### config.mk
export PLATFORM = sky130hd
export DESIGN_NAME = axis_stall_detector_flat
export DESIGN_NICKNAME = d
export VERILOG_FILES = /design/src/rtl/deadlock_mon_pkg.sv /design/src/rtl/axis_stall_detector_if.sv /design/src/rtl/axis_stall_detector_sat_counter.sv /design/src/rtl/axis_stall_detector.sv /design/src/flat_wrapper.sv
export SDC_FILE = /design/constraint.sdc
export NUM_CORES = 1
export LEC_CHECK = 0
export CORE_ASPECT_RATIO = 1.5
export CORE_MARGIN = 2
export CORE_UTILIZATION = 45
export DETAILED_ROUTE_END_ITERATION = 16
export PLACE_DENSITY = 0.85
export SYNTH_ARGS = -nofsm -noshare
export SYNTH_HDL_FRONTEND = slang
export SYNTH_SLANG_ARGS = --single-unit
### constraint.sdc
create_clock -name ap_clk -period 1.8 [get_ports ap_clk]
set_input_delay 0.18 -clock ap_clk [delete_from_list [all_inputs] [get_ports ap_clk]]
set_output_delay 0.18 -clock ap_clk [all_outputs]
set_load 0.005 [all_outputs]
### src/rtl/deadlock_mon_pkg.sv
// Shared types and defaults for the kernel deadlock monitor blocks.
// The one-hot state encoding keeps the decode of block to a single flop bit.
`timescale 1ns/1ps
package deadlock_mon_pkg;

  typedef enum logic [2:0] {
    IDLE    = 3'b001,
    COUNT   = 3'b010,
    BLOCKED = 3'b100
  } stall_st_e;

  localparam int DEF_THRESH = 16;
  localparam int DEF_EVT_W  = 16;

endpackage

### src/rtl/axis_stall_detector_if.sv
// Monitor-side bundle: the kernel's blocking/idle flags in, the stall report out.
`timescale 1ns/1ps
interface axis_stall_detector_if #(
  parameter int NUM_PORTS = 2,
  parameter int CNT_W     = 5,
  parameter int EVT_W     = 16
);
  logic [NUM_PORTS-1:0] port_blk_n;
  logic                 inst_idle;
  logic                 clear;
  logic                 block;
  logic [NUM_PORTS-1:0] block_ports;
  logic [CNT_W-1:0]     stall_cnt;
  logic [EVT_W-1:0]     event_cnt;

  modport master (
    output port_blk_n, inst_idle, clear,
    input  block, block_ports, stall_cnt, event_cnt
  );

  modport slave (
    input  port_blk_n, inst_idle, clear,
    output block, block_ports, stall_cnt, event_cnt
  );
endinterface

### src/rtl/axis_stall_detector_sat_counter.sv
// Width-parameterised saturating up-counter with synchronous clear.
// Clear wins over increment; the count parks at all-ones and never wraps.
`timescale 1ns/1ps
module sat_counter #(
  parameter int W = 16
) (
  input  logic         clk,
  input  logic         rst_n,
  input  logic         clr,
  input  logic         inc,
  output logic [W-1:0] cnt
);

  always_ff @(posedge clk or negedge rst_n) begin
    if (!rst_n)                cnt <= '0;
    else if (clr)              cnt <= '0;
    else if (inc && !(&cnt))   cnt <= cnt + W'(1);
  end

endmodule

### src/rtl/axis_stall_detector.sv
// Declares a deadlock when the same non-empty set of AXIS ports stays blocked
// for THRESH consecutive non-idle cycles; sticky until clear.
`timescale 1ns/1ps
module axis_stall_detector
  import deadlock_mon_pkg::*;
#(
  parameter int NUM_PORTS = 2,
  parameter int THRESH    = DEF_THRESH,
  parameter int CNT_W     = $clog2(THRESH) + 1,
  parameter int EVT_W     = DEF_EVT_W
) (
  input  logic                 ap_clk,
  input  logic                 ap_rst_n,
  axis_stall_detector_if.slave mon
);

  stall_st_e            state, state_nxt;
  logic [NUM_PORTS-1:0] run_vec, run_nxt;
  logic [NUM_PORTS-1:0] snap, snap_nxt;
  logic [CNT_W-1:0]     cnt, cnt_nxt;
  logic [NUM_PORTS-1:0] blk_vec;
  logic                 stall_now, same_vec, at_thresh, detect;

  assign blk_vec   = ~mon.port_blk_n;
  assign stall_now = (|blk_vec) && !mon.inst_idle;
  assign same_vec  = (blk_vec == run_vec);
  assign at_thresh = (cnt == CNT_W'(THRESH - 1));

  always_ff @(posedge ap_clk or negedge ap_rst_n) begin
    if (!ap_rst_n) begin
      state   <= IDLE;
      run_vec <= '0;
      snap    <= '0;
      cnt     <= '0;
    end else begin
      state   <= state_nxt;
      run_vec <= run_nxt;
      snap    <= snap_nxt;
      cnt     <= cnt_nxt;
    end
  end

  // clear is tested first everywhere so it beats a same-cycle detection
  always_comb begin
    state_nxt = state;
    run_nxt   = run_vec;
    snap_nxt  = snap;
    cnt_nxt   = cnt;
    detect    = 1'b0;
    unique case (state)
      IDLE: begin
        if (stall_now && !mon.clear) begin
          state_nxt = COUNT;
          cnt_nxt   = CNT_W'(1);
          run_nxt   = blk_vec;
        end else begin
          cnt_nxt   = '0;
        end
      end
      COUNT: begin
        if (mon.clear || !stall_now) begin
          state_nxt = IDLE;
          cnt_nxt   = '0;
        end else if (!same_vec) begin
          cnt_nxt   = CNT_W'(1);
          run_nxt   = blk_vec;
        end else if (at_thresh) begin
          state_nxt = BLOCKED;
          snap_nxt  = blk_vec;
          detect    = 1'b1;
        end else begin
          cnt_nxt   = cnt + CNT_W'(1);
        end
      end
      BLOCKED: begin
        if (mon.clear) begin
          state_nxt = IDLE;
          cnt_nxt   = '0;
        end
      end
      default: begin
        state_nxt = IDLE;
        cnt_nxt   = '0;
      end
    endcase
  end

  sat_counter #(.W(EVT_W)) u_evt_cnt (
    .clk   (ap_clk),
    .rst_n (ap_rst_n),
    .clr   (1'b0),
    .inc   (detect),
    .cnt   (mon.event_cnt)
  );

  assign mon.block       = (state == BLOCKED);
  assign mon.block_ports = snap;
  assign mon.stall_cnt   = cnt;

endmodule

### src/flat_wrapper.sv
// flat-port wrapper written by rule: the top's interface ports become plain ports
module axis_stall_detector_flat import deadlock_mon_pkg::*;
#(
  parameter int NUM_PORTS = 2,
  parameter int THRESH    = DEF_THRESH,
  parameter int CNT_W     = $clog2(THRESH) + 1,
  parameter int EVT_W     = DEF_EVT_W
)
  (ap_clk, ap_rst_n, mon_port_blk_n, mon_inst_idle, mon_clear, mon_block, mon_block_ports, mon_stall_cnt, mon_event_cnt);
  axis_stall_detector_if #(.NUM_PORTS(NUM_PORTS), .CNT_W(CNT_W), .EVT_W(EVT_W)) mon_i ();
  input  logic ap_clk;
  input  logic ap_rst_n;
  input wire logic [$bits(mon_i.port_blk_n)-1:0] mon_port_blk_n;
  input wire logic [$bits(mon_i.inst_idle)-1:0] mon_inst_idle;
  input wire logic [$bits(mon_i.clear)-1:0] mon_clear;
  output wire logic [$bits(mon_i.block)-1:0] mon_block;
  output wire logic [$bits(mon_i.block_ports)-1:0] mon_block_ports;
  output wire logic [$bits(mon_i.stall_cnt)-1:0] mon_stall_cnt;
  output wire logic [$bits(mon_i.event_cnt)-1:0] mon_event_cnt;
  assign mon_i.port_blk_n = mon_port_blk_n;
  assign mon_i.inst_idle = mon_inst_idle;
  assign mon_i.clear = mon_clear;
  assign mon_block = mon_i.block;
  assign mon_block_ports = mon_i.block_ports;
  assign mon_stall_cnt = mon_i.stall_cnt;
  assign mon_event_cnt = mon_i.event_cnt;
  axis_stall_detector #(.NUM_PORTS(NUM_PORTS), .THRESH(THRESH), .CNT_W(CNT_W), .EVT_W(EVT_W)) u_core (.ap_clk(ap_clk), .ap_rst_n(ap_rst_n), .mon(mon_i));
endmodule
Word level (Yosys, flattened, before mapping) --
Index checks and enable logic that the tools add are counted.
Cells by class: shifts and indexed selects 0, equal/unequal tests 12, mux-type cells 20, $mul 0, order comparisons 0, add/sub/neg operators 2, div/mod/pow operators 0, bitwise gates (word level) 2, reductions and logical operators 15
Operators by type and width (number):
- 2-to-1 mux 5 bit | 4
- adder 16 x 1 -> 16 bit (second input constant) | 1
- AND reduction 16 bit | 1
- 2-to-1 mux 3 bit | 5
- one-hot mux 5 bit (3 select lines) | 1
- AND reduction 4 bit | 3
- one-hot mux 3 bit (3 select lines) | 1
- 2-to-1 mux 2 bit | 3
- != test 2 bit (second input constant) | 3
- != test 3 x 1 -> 1 bit (second input constant) | 2
- adder 5 x 1 -> 5 bit (second input constant) | 1
- equality test 5 x 4 -> 1 bit (second input constant) | 1
- 2-to-1 mux 1 bit | 5
- logical NOT 1 bit | 4
- != test 4 bit (second input constant) | 1
- one-hot mux 2 bit (2 select lines) | 1
- equality test 3 x 1 -> 1 bit (second input constant) | 1
- equality test 3 x 2 -> 1 bit (second input constant) | 1
- equality test 3 bit (second input constant) | 1
- logical AND 1 bit | 3
- equality test 2 bit | 1
- != test 2 x 1 -> 1 bit (second input constant) | 1
- inverter 2 bit | 1
- AND reduction 2 bit | 1
- 4 further kinds | 4
Storage, ports and cells: logic and storage cells 56, ROM bits 0, memories kept 0, bits in latches 0, input bits 6, output and inout port bits 24, bits in writable memories 0, register bits 28

Longest topological paths before layout --
Gate-level depths: netlist of run 1.
word-level depth 8, gate-level depth with buffers 8, gate-level depth less buffers 7

Hierarchy --
From an unflattened synthesis of run 1, not the netlist that was laid out.
Second synthesis, totals: cells, all modules 163, area total of the unflattened synthesis 1617.8 µm²
By module, submodules not included:
- sat_counter | cells an instance 95, times used 1, area each 919.6 µm², sequential area each 400.4 µm²
- axis_stall_detector | cells an instance 68, times used 1, area each 698.2 µm², sequential area each 301.5 µm²

Least setup slack after synthesis of run 1 --
Ideal clock, no wire load.
path kind reg2reg, start point register u_core.cnt[0] (netlist: u_core.mon.stall_cnt[0]), end point register u_core.u_evt_cnt.cnt[10], data arrival time 1.873 ns, library setup time 0.127 ns, slack -0.200 ns, data required time 1.673 ns, buffers on the path 0, cell stages (with the launch flop) 8, clock period less this slack 2.000 ns, cell sequence dfrtp_1 -> ha_1 -> and3_1 -> ha_1 -> nand3_2 -> nor4_4 -> and3_1 -> mux2_1
Between the ends: longest elaborated chain between the ends 6
RTL lines:
- start, declared | RTL line axis_stall_detector.sv:20 | logic [CNT_W-1:0] cnt, cnt_nxt;
- start signal, assigned | RTL line axis_stall_detector.sv:39 | cnt <= cnt_nxt;
- equality test 5 x 4 -> 1 bit | RTL line axis_stall_detector.sv:27 | assign at_thresh = (cnt == CNT_W'(THRESH - 1));
- 2-to-1 mux 1 bit | RTL line axis_stall_detector.sv:67 | end else if (at_thresh) begin
- 2-to-1 mux 1 bit | RTL line axis_stall_detector.sv:64 | end else if (!same_vec) begin
- 2-to-1 mux 1 bit | RTL line axis_stall_detector.sv:61 | if (mon.clear || !stall_now) begin
- 2-to-1 mux 1 bit | RTL line axis_stall_detector.sv:50 | unique case (state)
- logical AND 1 bit | RTL line axis_stall_detector_sat_counter.sv:17 | else if (inc && !(&cnt)) cnt <= cnt + W'(1);
- end signal, assigned | RTL line axis_stall_detector_sat_counter.sv:17
- end, declared | RTL line axis_stall_detector_sat_counter.sv:11 | output logic [W-1:0] cnt
Every way passes these cells. A chain may end at the register's enable or synchronous reset.

Worst setup path after layout of run 1 --
start point register u_core.cnt[1] (netlist: u_core.mon.stall_cnt[1]), end point register u_core.cnt[3] (netlist: u_core.mon.stall_cnt[3])
Between the ends: longest elaborated chain between the ends 5, elaborated cells between the ends (all ways) 8, classes of those cells add/sub: 1; eq/ne: 2; mux: 4; reduce/logical: 1
RTL lines:
- adder 5 x 1 -> 5 bit | RTL line axis_stall_detector.sv:72 | cnt_nxt = cnt + CNT_W'(1);
- 2-to-1 mux 5 bit | RTL line axis_stall_detector.sv:67
- 2-to-1 mux 5 bit | RTL line axis_stall_detector.sv:64
- 2-to-1 mux 5 bit | RTL line axis_stall_detector.sv:61
- one-hot mux 5 bit (3 select lines) | RTL line axis_stall_detector.sv:50
Several ways; a longest one is shown, not always the timed one. The select of a mux whose other input is x is not followed.

==> impl_results.md, run 1 <==
* Synth Cell Area at about 0.0014 mm^2
* CTS Buffer Depth at 2
* CTS tree: yes
* Post-DP Area at 0.00188 mm^2
* Vias in the first global route at ~1,300
* Initial drt markers at 32
* Post-Syn Instances at about 130
* Final ANT Viol Nets at 0
* Starting Density at 0.476
* Final hold violations at 0
* Final Util at 0.703
* Chip width at a little under 50 um
* Filler cell count in the final layout at 218
* Crit path kind: reg -> reg
* I/O Pins at 30
* Arrival @ worst endpoint at 2.11 ns
* Max-slew violations at 0
* Leakage power at approximately 0.00092 uW
* Worst-path fanout max at 6
* Yosys reg bits at 28
* Design Area, Final at 0.00207 mm^2
* Pwr Density at 608 mW/mm^2
* Port bufs at 29
* Clock transition at path regs at 0.10 ns
* GRT overflow at 0
* Largest net degree at the start of global routing at 29
* Initial antenna violation count at 0
* CTS sink cnt at 28
* Post-Syn Area per Cell at 10.9 um^2
* Failing checks: negative setup slack
* CTS Buf Count at 3
* Internal power at just under 1000 uW
* Average wire per standard cell at about 16 um
* Most frequent cells in the layout: 27 x dfrtp_1, 25 x clkdlybuf4s50_1, 24 x buf_4
* Reg power frac at 0.519
* Max_slew headroom at 0.699
* CTS Root Cell: clkbuf_8
* Startpoint types: register
* Die height at ~72 um
* RSZ-0062 raised after global routing: true
* First-pass iteration count of the detailed router at 4
* Pwr Total at 1260 uW
* Ant diodes at 0
* WL final at 3640 um
* Switching Fraction at 0.218
* Max cap viols at 0
* Gate power share at 0.078
* Post-synthesis cell type count at 34
* Peak supply drop at 517 uV
* Period utilisation layout at 1.06
* Clock skew at 0.00398 ns
* Final min period at between 1.5 and 2 ns
* Post-DP HPWL at 2500 um
* Global-route wire length before repair at 6140 um
* HP Class: in -> async
* Routed vias/inst at 5.62
* Cts hold-fix bufs at 0
* Final WS setup at -0.109 ns
* Commonest non-fill, non-tap cell in the layout: dfrtp_1
* Synth warnings at 0
* Worst skew pair latency at 0.28 ns
* WP data required at 2.01 ns
* RD Place Congestion at 0.914
* Status: finished with violations
* Htree depth at 1
* Share of layout cells above drive strength 1 at 0.270
* Setup-failing EPs final at 8
* Die Area at approximately 0.0036 mm^2
* Synth Net Count at about 140
* Total GRT Usage at 0.222
* Number of remaining DRC errors at 0
* CP Capture Type: register
* Register area share after synthesis at 0.501
* Clk pwr share at 0.403
* Core footprint at 0.00294 mm^2
* Via Count at 1,259
* Sw Pwr at between 200 and 300 uW
* # rows at 24
* Worst Tran Pin Value at 0.447 ns
* Fmax at 0.524 GHz
* Area Overhead vs Synth at 47.7%
* Final net count at 195
-- final timing paths --
path / depth (start not counted) / slack, ns / startpoint / endpoint
max in group asynchronous: 2 / 1.22 / ap_rst_n / u_core.state[0]
hold reg to reg: 2 / 0.51 / u_core.mon.stall_cnt[4] / u_core.mon.stall_cnt[4]
setup / recovery: 9 / -0.11 / u_core.mon.stall_cnt[1] / u_core.mon.stall_cnt[3]
min in group ap_clk: 2 / 0.38 / mon_port_blk_n[0] / u_core.run_vec[0]
setup reg to reg: 9 / -0.11 / u_core.mon.stall_cnt[1] / u_core.mon.stall_cnt[3]
hold / removal: 2 / 0.28 / ap_rst_n / u_core.u_evt_cnt.cnt[2]
-- worst max-delay path, cell delays in order, from the launching register on --
cell and delay [ns]:
dfrtp_1 0.41, ha_2 0.20, and3_4 0.15, ha_4 0.16, nand3_4 0.09, buf_6 0.11
o21bai_1 0.05, buf_4 0.15, or4_4 0.40, o211ai_1 0.09
-- synthesized netlist by cell type (all sizes together) --
master    n  area share
dfrtp    27        0.48
xnor2    12       0.075
nand4    11       0.049
nand2    10       0.029
o21ai     9       0.032
and3      8       0.036
nand3     6       0.025
and2      4       0.018
inv       4       0.011
nor2b     4       0.018
o31ai     4       0.021
ha        3       0.027
nor2      3      0.0080
nor4      3       0.024
xor2      3       0.019
a21oi     2      0.0071
buf       2      0.0089
mux2      2       0.016
o21bai    2       0.011
a2111o    1      0.0080
a2111oi   1       0.020
a21o      1      0.0054
a22o      1      0.0063
clkbuf    1      0.0027
dfstp     1       0.019
nor3      1      0.0071
nor3b     1      0.0054
o211ai    1      0.0054
or4       1      0.0054
-- final cells by class --
cell class                      count  area, um^2  area share
Clock buffer                        3        41.3      0.0200
Clock inverter                      1        30.0      0.0145
Inverter                            4        15.0     0.00726
Multi-Input combinational cell     94         741       0.358
Sequential cell                    28         702       0.339
Tap cell                           39        48.8      0.0236
Timing Repair Buffer               55         492       0.238
-- flip-flops by register name, summed over array words and instances (netlist names) --
| signal | cells |
|---|---|
| u_core.mon.block_ports | 2 |
| u_core.mon.stall_cnt | 5 |
| u_core.u_evt_cnt.cnt | 16 |
| u_core.run_vec | 2 |
| u_core.state | 3 |
-- kinds of logic after synthesis --
logic type,synth area share
buffers and inverters,0.0223
adder cells (fa/ha/maj),0.0268
flip-flops,0.501
AND/OR/NAND/NOR,0.224
multiplexers,0.0161
XOR/XNOR,0.0938
AO/OA/AOI/OAI,0.116
-- power by group through the flow --
stage	registers [uW]	logic, uW	clock network (uW)
floorplan	663	39.6	0
global placement	662	93.0	0
detailed placement	664	97.3	0
CTS	652	95.7	504
global route	655	110	545
finish	653	98.6	507
-- metal layers --
metal  GRT usage  up-vias  share of wire
met5           0        -              0
met4       0.133        0          0.018
met3      0.0247        6          0.027
met2       0.384       34           0.57
met1       0.264      638           0.39
li1            -      581              -
-- stage by stage --
step | hold WS [ns] | setup WS (ns) | TNS (ns) | cells
floorplan | -0.116 | -0.0427 | -0.0852 | 129
global placement | 0.488 | -0.355 | -4.65 | 211
detailed placement | 0.492 | -0.429 | -6.08 | 211
CTS | 0.286 | -0.139 | -0.559 | 222
global route | 0.297 | -0.180 | -1.45 | 224
finish | 0.275 | -0.109 | -0.381 | 224
-- timing repair --
action                     in CTS  in global routing
setup buffers                   7                  2
pin swaps                      11                  7
resized for setup               9                  8
gates cloned                    0                  0
setup endpoints to repair      16                 22
(Power assumes the default switching activity.)
==> run 2, diff against run 1 <==
--- a/config.mk
+++ b/config.mk
@@ -7,9 +7,10 @@
 export LEC_CHECK = 0
 export CORE_ASPECT_RATIO = 1.5
 export CORE_MARGIN = 2
-export CORE_UTILIZATION = 45
+export CORE_UTILIZATION = 60
 export DETAILED_ROUTE_END_ITERATION = 16
-export PLACE_DENSITY = 0.85
+export DONT_BUFFER_PORTS = 1
+export PLACE_DENSITY = 0.86
 export SYNTH_ARGS = -nofsm -noshare
 export SYNTH_HDL_FRONTEND = slang
 export SYNTH_SLANG_ARGS = --single-unit
==> constraint.sdc (replaced) <==
create_clock -name ap_clk -period 2.05 [get_ports ap_clk]
set_input_delay 0.205 -clock ap_clk [delete_from_list [all_inputs] [get_ports ap_clk]]
set_output_delay 0.205 -clock ap_clk [all_outputs]
set_load 0.005 [all_outputs]
==> run 2 against run 1 <==
  * The flow now finishes without violations
  * Worst hold slack lost 0.22 ns
  * Largest cell class is now flip-flops and latches
  * Sequential cell count is the same
  * Setup slack gained 0.24 ns
  * Clock skew shrank 0.0027 ns
  * Combinational power shrank 35%
  * Sequential share of layout area grew 11 points
  * Register-to-register slack gained 0.24 ns
  * Via count shrank 16%
  * Total power shrank 29%
  * Highest routed layer unchanged
==> impl_results.md, run 2 (synthesis results as in run 1) <==
* Met2 routed WL at 1580 um (-23%)
* Flop2flop setup slack at 0.14 ns (+0.24 ns)
* Leakage power at 0.000708 uW (-23%)
* I/O Pins at 30 (unchanged)
* Share of layout cells above drive strength 1 at 0.149 (-0.121)
* HP Class: in -> reg
* Post-place setup slack at 0.0548 ns (+0.484 ns)
* CP bufs+invs at 1 (-1)
* Worst-path fanout max at 12 (+6)
* Core footprint at 0.00223 mm^2 (-24%)
* Filler cell count in the final layout at 155 (-29%)
* Total GRT Usage at 0.231 (+0.00864)
* Largest register FFs at 16 (unchanged)
* Most frequent cells in the layout: 27 x dfrtp_1, 12 x xnor2_1, 11 x nand4_1
* Multi-input logic area at 682 um^2 (-7.9%)
* Initial antenna violation count at 0 (unchanged)
* CTS sink cnt at 28 (unchanged)
* Area Overhead vs Synth at 11.8%
* WP data required at 2.28 ns (+0.27 ns)
* Global-route wire length before repair at 4960 um (-19%)
* Fmax at 0.522 GHz (-0.31%)
* Worst Tran Pin Value at 0.373 ns (-0.0738 ns)
* Worst skew pair latency at 0.32 ns (+0.04 ns)
* Critical Path Max Stage Delay at 0.39 ns (-0.02 ns)
* Final min period at 1.91 ns (+0.00600 ns)
* Final WS setup at 0.135 ns (+0.244 ns)
* Initial drt markers at 26 (-19%)
* Max-slew violations at 0 (unchanged)
* Biggest register: u_core.u_evt_cnt.cnt
* Via Count at 1,056 (-16%)
* Final net count at 151 (-23%)
* Setup-failing EPs final at 0 (-8)
* WL met3 at 102 um (+5.2%)
* Crit path max-delay family: simple AND/OR/NAND/NOR gates
* Crit path kind: reg -> reg
* Worst path slowest cell: dfrtp_1
* CTS Buffer Depth at 2 (unchanged)
* CP Capture Type: register
* Storage cell area at 702 um^2 (unchanged)
* Port bufs at 0 (-100%)
* Pwr Density at 573 mW/mm^2 (-5.8%)
* Post-DP HPWL at 2020 um (-19%)
* Final Util at 0.701 (-0.00183)
* CTS tree: yes
* Setup_tns at 0 ns (+0.381 ns)
* Startpoint types: register
* GRT overflow at 0 (unchanged)
* Final ANT Viol Nets at 0 (unchanged)
* Htree depth at 1 (unchanged)
* Routed vias/inst at 6.44 (+15%)
* Die Area at 0.00275 mm^2 (-23%)
* WL met1 at 1040 um (-27%)
* Top sig layer: met4
* Final hold violations at 0 (unchanged)
* Vias in the first global route at 1,131 (-14%)
* Max cap viols at 0 (unchanged)
* Ant diodes at 0 (unchanged)
* Smallest hold slack at 0.0562 ns (-0.219 ns)
* Cell Chain, Critical Path: ha_2, and3_1, ha_1, nand3_4, nor3_2, buf_4, mux2_2
* Max_slew headroom at 0.749 (+0.0497)
* Status: complete, no violations
* Chip width at 43.5 um (-12%)
* Arrival @ worst endpoint at 2.14 ns (+0.03 ns)
* # rows at 21 (-13%)
* Die height at 63.2 um (-13%)
* Largest net degree at the start of global routing at 29 (unchanged)
* Number of remaining DRC errors at 0 (unchanged)
* WL final at 2800 um (-23%)
* RD Place Congestion at 0.795 (-13%)
* Clock transition at path regs at 0.14 ns (+0.04 ns)
* Clock skew at 0.00130 ns (-0.00268 ns)
* Peak supply drop at 487 uV (-6.0%)
* RSZ-0062 raised after global routing: false
* Period utilisation layout at 0.934 (-0.126)
* CTS Buf Count at 3 (unchanged)
* Starting Density at 0.627 (+0.151)
* First-pass iteration count of the detailed router at 4 (unchanged)
* CTS Root Cell: clkbuf_4
* Average wire per standard cell at 17.1 um (+5.0%)
* Commonest non-fill, non-tap cell in the layout: dfrtp_1
## run 2: cell types whose count changed in the layout (fill, tap and decap cells not counted), sizes merged
cell,change
clkbuf,+1
clkdlybuf4s50,-25
buf,-18
bufinv,-1
dlymetal6s2s,-1
dlygate4sd3,+3
dlygate4sd2,-3
## run 2: layer usage
metal,vias up,global-route usage
met5,-,0
met1,525,0.251
li1,495,-
met3,9,0.0344
met4,0,0.102
met2,27,0.422
## run 2: stage by stage
step / cells / instance area [um^2] / power (uW)
global route: 164 / 1570 / 933
global placement: 156 / 1470 / 622
CTS: 164 / 1550 / 901
finish: 164 / 1570 / 898
floorplan: 129 / 1400 / 613
detailed placement: 156 / 1470 / 624
## run 2: layout make-up
cell class,count,area share
Clock buffer,4,0.0232
Sequential cell,28,0.448
Tap cell,23,0.0184
Multi-Input combinational cell,94,0.435
Timing Repair Buffer,11,0.0655
Inverter,4,0.00958
## run 2: worst paths after layout
| kind | cells past startpoint | to | start |
|---|---|---|---|
| max | 7 | u_core.u_evt_cnt.cnt[1] | u_core.mon.stall_cnt[0] |
| min | 2 | u_core.state[1] | mon_clear |
| max reg2reg | 7 | u_core.u_evt_cnt.cnt[1] | u_core.mon.stall_cnt[0] |
| min reg2reg | 2 | u_core.run_vec[0] | u_core.run_vec[0] |
| max in group asynchronous | 2 | u_core.state[0] | ap_rst_n |
| min in group asynchronous | 2 | u_core.u_evt_cnt.cnt[5] | ap_rst_n |
## run 2: where the power goes
part / switching [uW] / internal [uW] / leakage [uW]
logic: 38.3 / 25.6 / 0.000303
registers: 8.47 / 564 / 0.000384
clock network: 152 / 109 / 0.0000210
total: 199 / 699 / 0.000708
## run 2: what timing repair did
action,in CTS,in global routing
endpoints found under the setup margin,0,9
resized for setup,0,3
buffers inserted,0,0
hold endpoints to repair,32,0
hold buffers,4,0
